**config.mk**
```make
export PLATFORM = sky130hd
export DESIGN_NAME = mcycle_cpu
export DESIGN_NICKNAME = d
export VERILOG_FILES = /design/src/rtl/mcycle_cpu.sv
export SDC_FILE = /design/constraint.sdc
export NUM_CORES = 2
export LEC_CHECK = 0
export ABC_AREA = 1
export BUFFER_PORTS_ARGS = -buffer_cell sky130_fd_sc_hd__buf_2
export CAP_MARGIN = 20
export CORE_ASPECT_RATIO = 1.2
export CORE_MARGIN = 3
export CORE_UTILIZATION = 42
export DETAILED_ROUTE_END_ITERATION = 16
export SYNTH_ARGS = -nofsm -noshare
export SYNTH_HDL_FRONTEND = slang
export SYNTH_SLANG_ARGS = --single-unit
```
**constraint.sdc**
```tcl
create_clock -name clk -period 71.5 [get_ports clk]
set_clock_uncertainty 0.15 [all_clocks]
set_input_delay 14.3 -clock clk [delete_from_list [all_inputs] [get_ports clk]]
set_output_delay 14.3 -clock clk [all_outputs]
set_load 0.03 [all_outputs]
```
**src/rtl/mcycle_cpu.sv**
```systemverilog
// Multi-cycle MIPS-subset core: FETCH/DECODE/EXEC/MEM/WB state machine with handshaked memories.
// Latency (zero wait states): j 2, beq/bne 3, R-type/addi/sw 4, lw 5 cycles; each wait cycle adds 1.
// Backpressure: inst_req/mem_read/mem_write are held with stable address/data until the ready input is sampled high.
// Optional feature macro: MCPU_BNE_EN (decodes opcode 05 as bne; otherwise opcode 05 is illegal).
module mcycle_cpu #(
    parameter logic [31:0] RESET_PC   = 32'h0000_3000,
    parameter logic [31:0] HALT_ADDR  = 32'hFFFF_FFFF,
    parameter logic [5:0]  HALT_FUNCT = 6'h3F
) (
    input  logic        clk,
    input  logic        rst,
    output logic [31:0] inst_addr,
    output logic        inst_req,
    input  logic [31:0] instr,
    input  logic        inst_ready,
    output logic [31:0] data_addr,
    output logic [31:0] data_in,
    output logic        mem_read,
    output logic        mem_write,
    input  logic [31:0] data_out,
    input  logic        data_ready,
    output logic        halted,
    output logic        err
);

    typedef enum logic [2:0] {
        S_IDLE, S_FETCH, S_DECODE, S_EXEC, S_MEM, S_WB, S_HALT
    } state_t;

    localparam logic [5:0] OP_RTYPE = 6'h00;
    localparam logic [5:0] OP_J     = 6'h02;
    localparam logic [5:0] OP_BEQ   = 6'h04;
    localparam logic [5:0] OP_BNE   = 6'h05;
    localparam logic [5:0] OP_ADDI  = 6'h08;
    localparam logic [5:0] OP_LW    = 6'h23;
    localparam logic [5:0] OP_SW    = 6'h2B;

    localparam logic [5:0] FN_ADD = 6'h20;
    localparam logic [5:0] FN_SUB = 6'h22;
    localparam logic [5:0] FN_AND = 6'h24;
    localparam logic [5:0] FN_OR  = 6'h25;
    localparam logic [5:0] FN_SLT = 6'h2A;

    state_t      state, state_nxt;
    logic [31:0] pc, pc4, ir, a_q, b_q, alu_q, mdr_q;
    logic        err_q;
    logic [31:0] regs [32];

    // Instruction fields come straight from the latched IR.
    logic [5:0]  op, funct;
    logic [4:0]  rs, rt, rd;
    logic [31:0] sext;
    assign op    = ir[31:26];
    assign rs    = ir[25:21];
    assign rt    = ir[20:16];
    assign rd    = ir[15:11];
    assign funct = ir[5:0];
    assign sext  = {{16{ir[15]}}, ir[15:0]};

    logic is_halt, is_rtype, is_addi, is_lw, is_sw, is_beq, is_bne, is_j, is_legal;
    assign is_halt  = (op == OP_RTYPE) && (funct == HALT_FUNCT);
    assign is_rtype = (op == OP_RTYPE) && !is_halt &&
                      (funct == FN_ADD || funct == FN_SUB || funct == FN_AND ||
                       funct == FN_OR  || funct == FN_SLT);
    assign is_addi  = (op == OP_ADDI);
    assign is_lw    = (op == OP_LW);
    assign is_sw    = (op == OP_SW);
    assign is_beq   = (op == OP_BEQ);
    assign is_j     = (op == OP_J);
`ifdef MCPU_BNE_EN
    assign is_bne   = (op == OP_BNE);
`else
    assign is_bne   = 1'b0;
`endif
    assign is_legal = is_halt || is_rtype || is_addi || is_lw || is_sw ||
                      is_beq || is_bne || is_j;

    // ALU: R-type uses B, everything else adds the sign-extended immediate.
    logic [31:0] alu_b, alu_res, br_target;
    logic        br_taken;
    assign alu_b     = is_rtype ? b_q : sext;
    assign br_target = pc4 + (sext << 2);
    assign br_taken  = (is_beq && (a_q == b_q)) || (is_bne && (a_q != b_q));

    // ALU operation select.
    always_comb begin
        alu_res = a_q + alu_b;
        if (is_rtype) begin
            case (funct)
                FN_SUB:  alu_res = a_q - alu_b;
                FN_AND:  alu_res = a_q & alu_b;
                FN_OR:   alu_res = a_q | alu_b;
                FN_SLT:  alu_res = {31'd0, $signed(a_q) < $signed(alu_b)};
                default: alu_res = a_q + alu_b;
            endcase
        end
    end

    // State register.
    always_ff @(posedge clk or posedge rst) begin
        if (rst) state <= S_IDLE;
        else     state <= state_nxt;
    end

    // Next-state logic and state-decoded request outputs.
    always_comb begin
        state_nxt = state;
        inst_req  = 1'b0;
        mem_read  = 1'b0;
        mem_write = 1'b0;
        case (state)
            S_IDLE:  state_nxt = S_FETCH;
            S_FETCH: begin
                inst_req = 1'b1;
                if (inst_ready) state_nxt = S_DECODE;
            end
            S_DECODE: begin
                if (is_j)                      state_nxt = S_FETCH;
                else if (is_halt || !is_legal) state_nxt = S_HALT;
                else                           state_nxt = S_EXEC;
            end
            S_EXEC: begin
                if (is_beq || is_bne)   state_nxt = S_FETCH;
                else if (is_lw || is_sw) state_nxt = S_MEM;
                else                     state_nxt = S_WB;
            end
            S_MEM: begin
                mem_read  = is_lw;
                mem_write = is_sw;
                if (data_ready) state_nxt = is_lw ? S_WB : S_FETCH;
            end
            S_WB:    state_nxt = S_FETCH;
            S_HALT:  state_nxt = S_HALT;
            default: state_nxt = S_IDLE;
        endcase
    end

    // Datapath registers: IR/PC4 on fetch, A/B and jump on decode, ALUOut/PC on exec, MDR on load.
    always_ff @(posedge clk or posedge rst) begin
        if (rst) begin
            pc    <= RESET_PC;
            pc4   <= RESET_PC;
            ir    <= 32'd0;
            a_q   <= 32'd0;
            b_q   <= 32'd0;
            alu_q <= 32'd0;
            mdr_q <= 32'd0;
            err_q <= 1'b0;
        end else begin
            case (state)
                S_FETCH: begin
                    if (inst_ready) begin
                        ir  <= instr;
                        pc4 <= pc + 32'd4;
                    end
                end
                S_DECODE: begin
                    a_q <= regs[rs];
                    b_q <= regs[rt];
                    if (is_j)      pc    <= {pc4[31:28], ir[25:0], 2'b00};
                    if (!is_legal) err_q <= 1'b1;
                end
                S_EXEC: begin
                    alu_q <= alu_res;
                    pc    <= br_taken ? br_target : pc4;
                end
                S_MEM: begin
                    if (is_lw && data_ready) mdr_q <= data_out;
                end
                default: ;
            endcase
        end
    end

    // Register file write port; $0 is never written so it always reads zero.
    logic [4:0]  wb_addr;
    logic [31:0] wb_data;
    assign wb_addr = is_rtype ? rd : rt;
    assign wb_data = is_lw ? mdr_q : alu_q;

    always_ff @(posedge clk or posedge rst) begin
        if (rst) begin
            for (int i = 0; i < 32; i++) regs[i] <= 32'd0;
        end else if (state == S_WB && wb_addr != 5'd0) begin
            regs[wb_addr] <= wb_data;
        end
    end

    assign inst_addr = (state == S_HALT) ? HALT_ADDR : pc;
    assign data_addr = alu_q;
    assign data_in   = b_q;
    assign halted    = (state == S_HALT) && !err_q;
    assign err       = (state == S_HALT) && err_q;

endmodule

```
# Word level (Yosys, flattened, before mapping)
# Cells that the tools add are included.
op_classes:
  addsub: 4
  mul: 0
  mux: 29
  reduce_logical: 34
  shifts: 0
  div: 0
  eq_ne: 21
  bitwise: 6
  order_cmp: 5
ops:
  columns: ["cell", "count"]
  rows:
  - ["1024-bit bitwise mux", 1]
  - ["32-bit two-way mux", 11]
  - ["32-bit binary-select mux with 5-bit select", 2]
  - ["32-bit demux with 5-bit select", 1]
  - ["32-bit case mux with 4 select lines", 1]
  - ["32-bit adder", 2]
  - ["32-bit case mux with 2 select lines", 1]
  - ["6-bit == test, second input constant", 8]
  - ["32-bit by 3-bit adder with 32-bit output, second input constant", 1]
  - ["32-bit bitwise AND", 1]
  - ["32-bit == test", 1]
  - ["32-bit less-than comparator", 1]
  - ["32-bit bitwise OR", 1]
  - ["32-bit subtractor", 1]
  - ["6-bit >= comparator, second input constant", 3]
  - ["3-bit two-way mux", 6]
  - ["5-bit NOT with 6-bit output", 3]
  - ["3-bit case mux with 6 select lines", 1]
  - ["1-bit logical OR", 12]
  - ["2-bit AND reduction", 5]
  - ["3-bit == test, second input constant", 3]
  - ["1-bit logical AND", 9]
  - ["3-bit by 2-bit == test with 1-bit output, second input constant", 2]
  - ["6-bit by 2-bit == test with 1-bit output, second input constant", 1]
  - ["other kinds (14)", 21]
totals:
  wordCells: 140
  ramBits: 0
  latchBits: 0
  romBits: 0
  mem_count: 0
  register_bits: 1252
  out_inout_bits: 101

# Longest topological paths before layout
depth:
  ltp_word: 17
  ltp_mapped: 27

# Worst setup path after synthesis
# OpenSTA, ideal clock, no wires.
synth_timing:
  path_type: "register to output"
  start: "reg state[1]"
  end: "out err"
  t_arrival_ps: 1500
  path_stages_with_launch: 6
  setup_slack_ps: 55550
  n_path_buf: 1
  cell_sequence: "dfrtp_1 > inv_1 > nor3_1 > inv_1 > clkbuf_1 > nor2_1"
synth_via:
  elab_chain_cells: 2
synth_rtl:
  columns: ["element", "line", "source"]
  rows:
  - ["start, declared", "44", "state_t state, state_nxt;"]
  - ["start signal, assigned", "102", "else state <= state_nxt;"]
  - ["3-bit == test", "193", "assign err = (state == S_HALT) && err_q;"]
  - ["1-bit logical AND", "193", null]
  - ["end, declared", "23", "output logic err"]
# Every way passes these cells.

==> flow_summary.toml <==
[sta]
rsz0062_at_grt = "false"
holdWs_ps = 227
finalSetupViolations = 0
fmax_mhz = 54.6
relSlewSlack = 0.206
min_period_over_period = 0.256
hold_viol = 0
finalCriticalPeriod_ps = 18320
tns_ps = 0
worstMarginPinSlew_ps = 1190
maxSlewViolCount = 0

[pwr]
p_leak_nw = 42.8
pwr-share-comb = 0.123
p_total_mw = 1.69
share_seq_of_total_power = 0.423
p_sw_frac = 0.291
irDropWorstVdd_mv = 0.0261
p_per_area_mw_per_mm2 = 19.9
switching_power_mw = 0.494
clkPwrFrac = 0.454
p_int_mw = 1.20

[logic_synthesis]
syn_inst = 11600
synth_area_leaders = "dfrtp_1 40%, nand2_1 17%, o21ai_0 9.4%"
yosysTopAreaCell = "dfrtp_1"
syn-cell-area_mm2 = 0.0786
yosysWarnings = 0
yosysSeqAreaShare = 0.399
syn_area_per_cell_um2 = 6.79
synth_cell_types = 44
ys_ff_latch = 1252
yosysTopAreaCellShare = 0.397
synth_top_flop_cell = "dfrtp_1"
synth-async-reset-ratio = 1.00
synth.net_count = 11800
synth_enable_flop_cells = 0

[placed_design]
postPlaceCellArea_mm2 = 0.0804
dp_hpwl_mm = 215
io_buffers = 168
place_congestion = 0.973

[clock_tree]
htree_levels = 4
clockBufferDepth = 3
cts_setup_buffers = 0
postCtsResizedCells = 0
cts_tree = "yes"
cts_root_buffer = "clkbuf_16"
cts_buffers = 144
clk_latency_ps = 830
cts_hold_buf = 0
clock_sinks = 1252
path_clk_slew_ps = 60

[layout]
regArea_mm2 = 0.0314
layout_common_cells = "3,614 x nand2_1, 1,467 x o21ai_0, 1,336 x nor2_1"
layout_commonest_cell = "nand2_1"
multi_input_area_mm2 = 0.0417
final_area_mm2 = 0.0853
nFillCells = 18700
final_nets = 11300
drive_gt1_frac = 0.0680
area_growth_pct = 8.45

[global_routing]
antenna_found_initial = 24
grt_max_degree = 195
grt_pass1_vias = 80900
overflow = 0
grt_pass1_wl_mm = 528
grtUsageTotal = 0.357

[die]
die_width_um = 401
dieArea_mm2 = 0.192
dieHeight_um = 480
ios = 169
initial_utilization = 0.423
row_count = 173
core-area_mm2 = 0.186

[route]
drc_errors = 0
dr.pass1.iters = 7
avgViaCountPerCell = 6.28
drt-wirelength-per-cell_um = 26.1
routed_wl_mm = 356
detail-route-antenna-nets = 0
vias = 85800
drt_iter0_drc = 11900

[setup_path]
crit_required_ps = 72140
cp_max_fo = 153
critPathKind = "input pin to async pin"
cp.arrival_ps = 18960
critPathLaunchType = "input pin"
endpoint_kind = "async pin"

[min_path]
hold_class = "flop to flop"

[flow_run]
drv_cap = 0

[outcome]
outcome = "complete, no violations"
[flip-flops by register name, summed over array words and instances, names as in the netlist]
register,cells
mdr_q,32
data_in,32
a_q,32
data_addr,32
pc4,32
err_q,1
pc,32
ir,32
state,3
regs,1024
[cell usage after synthesis (3+ instances only)]
library cell,number
nor4_1,9
fa_1,3
mux2_2,32
xnor2_1,22
o21ai_0,1476
nor3_1,45
dfrtp_1,1248
o211ai_1,12
clkbuf_1,792
nand2_1,3623
buf_2,104
o22ai_1,482
nand4_1,825
nor2_4,5
buf_4,34
buf_6,7
and2_1,7
o31ai_1,4
inv_2,9
a21o_1,3
a211oi_1,8
ha_1,127
o21ai_2,8
nand3_2,13
a21oi_1,310
xor2_1,26
or2_2,19
inv_1,476
a31oi_1,6
nor2_2,21
nor2_1,1348
dfstp_2,4
o21bai_1,14
nand2_2,3
o221ai_1,6
nand3_1,354
nand3b_1,6
buf_1,81
[power groups by stage]
stage,Sequential (mW),Clock [mW],Combinational [mW]
after CTS,0.717,0.775,0.200
after global routing,0.716,0.801,0.223
final,0.717,0.769,0.208
after floorplan,0.726,0,0.130
after detailed placement,0.729,0,0.200
after global placement,0.730,0,0.197
[kinds of logic (layout without fill, tap and decap cells)]
group,after synthesis,in the layout,synth area share
fa+ha+maj,130,130,0.0210
simple gates,6280,6280,0.336
buf+inv,1505,1108,0.0758
mux,32,32,0.00458
compound gates,2334,2334,0.158
xor+xnor,48,48,0.00535
other cells,0,16,0
flops,1252,1252,0.399
[worst paths after layout]
| kind | from | to | slack (ps) | depth (start not counted) |
|---|---|---|---|---|
| worst max register to register | ir[4]$_DFFE_PP0P_ | regs[959]$_DFFE_PP0P_ | 65240 | 15 |
| worst min-delay path | regs[1008]$_DFFE_PP0P_ | regs[1008]$_DFFE_PP0P_ | 230 | 0 |
| worst min register to register | regs[1008]$_DFFE_PP0P_ | regs[1008]$_DFFE_PP0P_ | 230 | 0 |
| worst max-delay path | rst | regs[507]$_DFFE_PP0P_ | 53180 | 7 |
| min in group asynchronous | rst | pc4[28]$_DFFE_PP0P_ | 13410 | 2 |
| max in group clk | state[1]$_DFFE_PP0P_ | inst_addr[26] | 54270 | 6 |
[layout make-up]
class,instances,share of cell area
flip-flops and latches,1252,0.368
inverters,487,0.0220
diodes,16,0.000470
well taps,2450,0.0360
multi-input cells,8824,0.489
repair buffers,361,0.0293
clock inverters,42,0.00580
clock buffers,218,0.0501
[per-stage QoR]
stage          cells  setup slack (ps)   util
2_1_floorplan  11600             21780      -
3_3_place_gp   13400             52130  0.433
3_5_place_dp   13400             52070  0.433
4_1_cts        13600             52950  0.458
5_1_grt        13600             52580  0.459
6_report       13700             53180  0.459
[critical path, stage by stage]
cell and delay, ps:
buf_2 130, inv_8 400, buf_12 640, buf_4 850, buf_4 690, buf_12 580
buf_4 870
[layer usage]
metal / up-vias / part of all wire / global-route usage
li1: 37700 / - / -
met1: 41000 / 0.39 / 0.464
met2: 5736 / 0.43 / 0.545
met3: 1316 / 0.12 / 0.0874
met4: 20 / 0.061 / 0.196
met5: - / 0.00092 / 0
No activity file was read; power rests on OpenSTA's default activity.
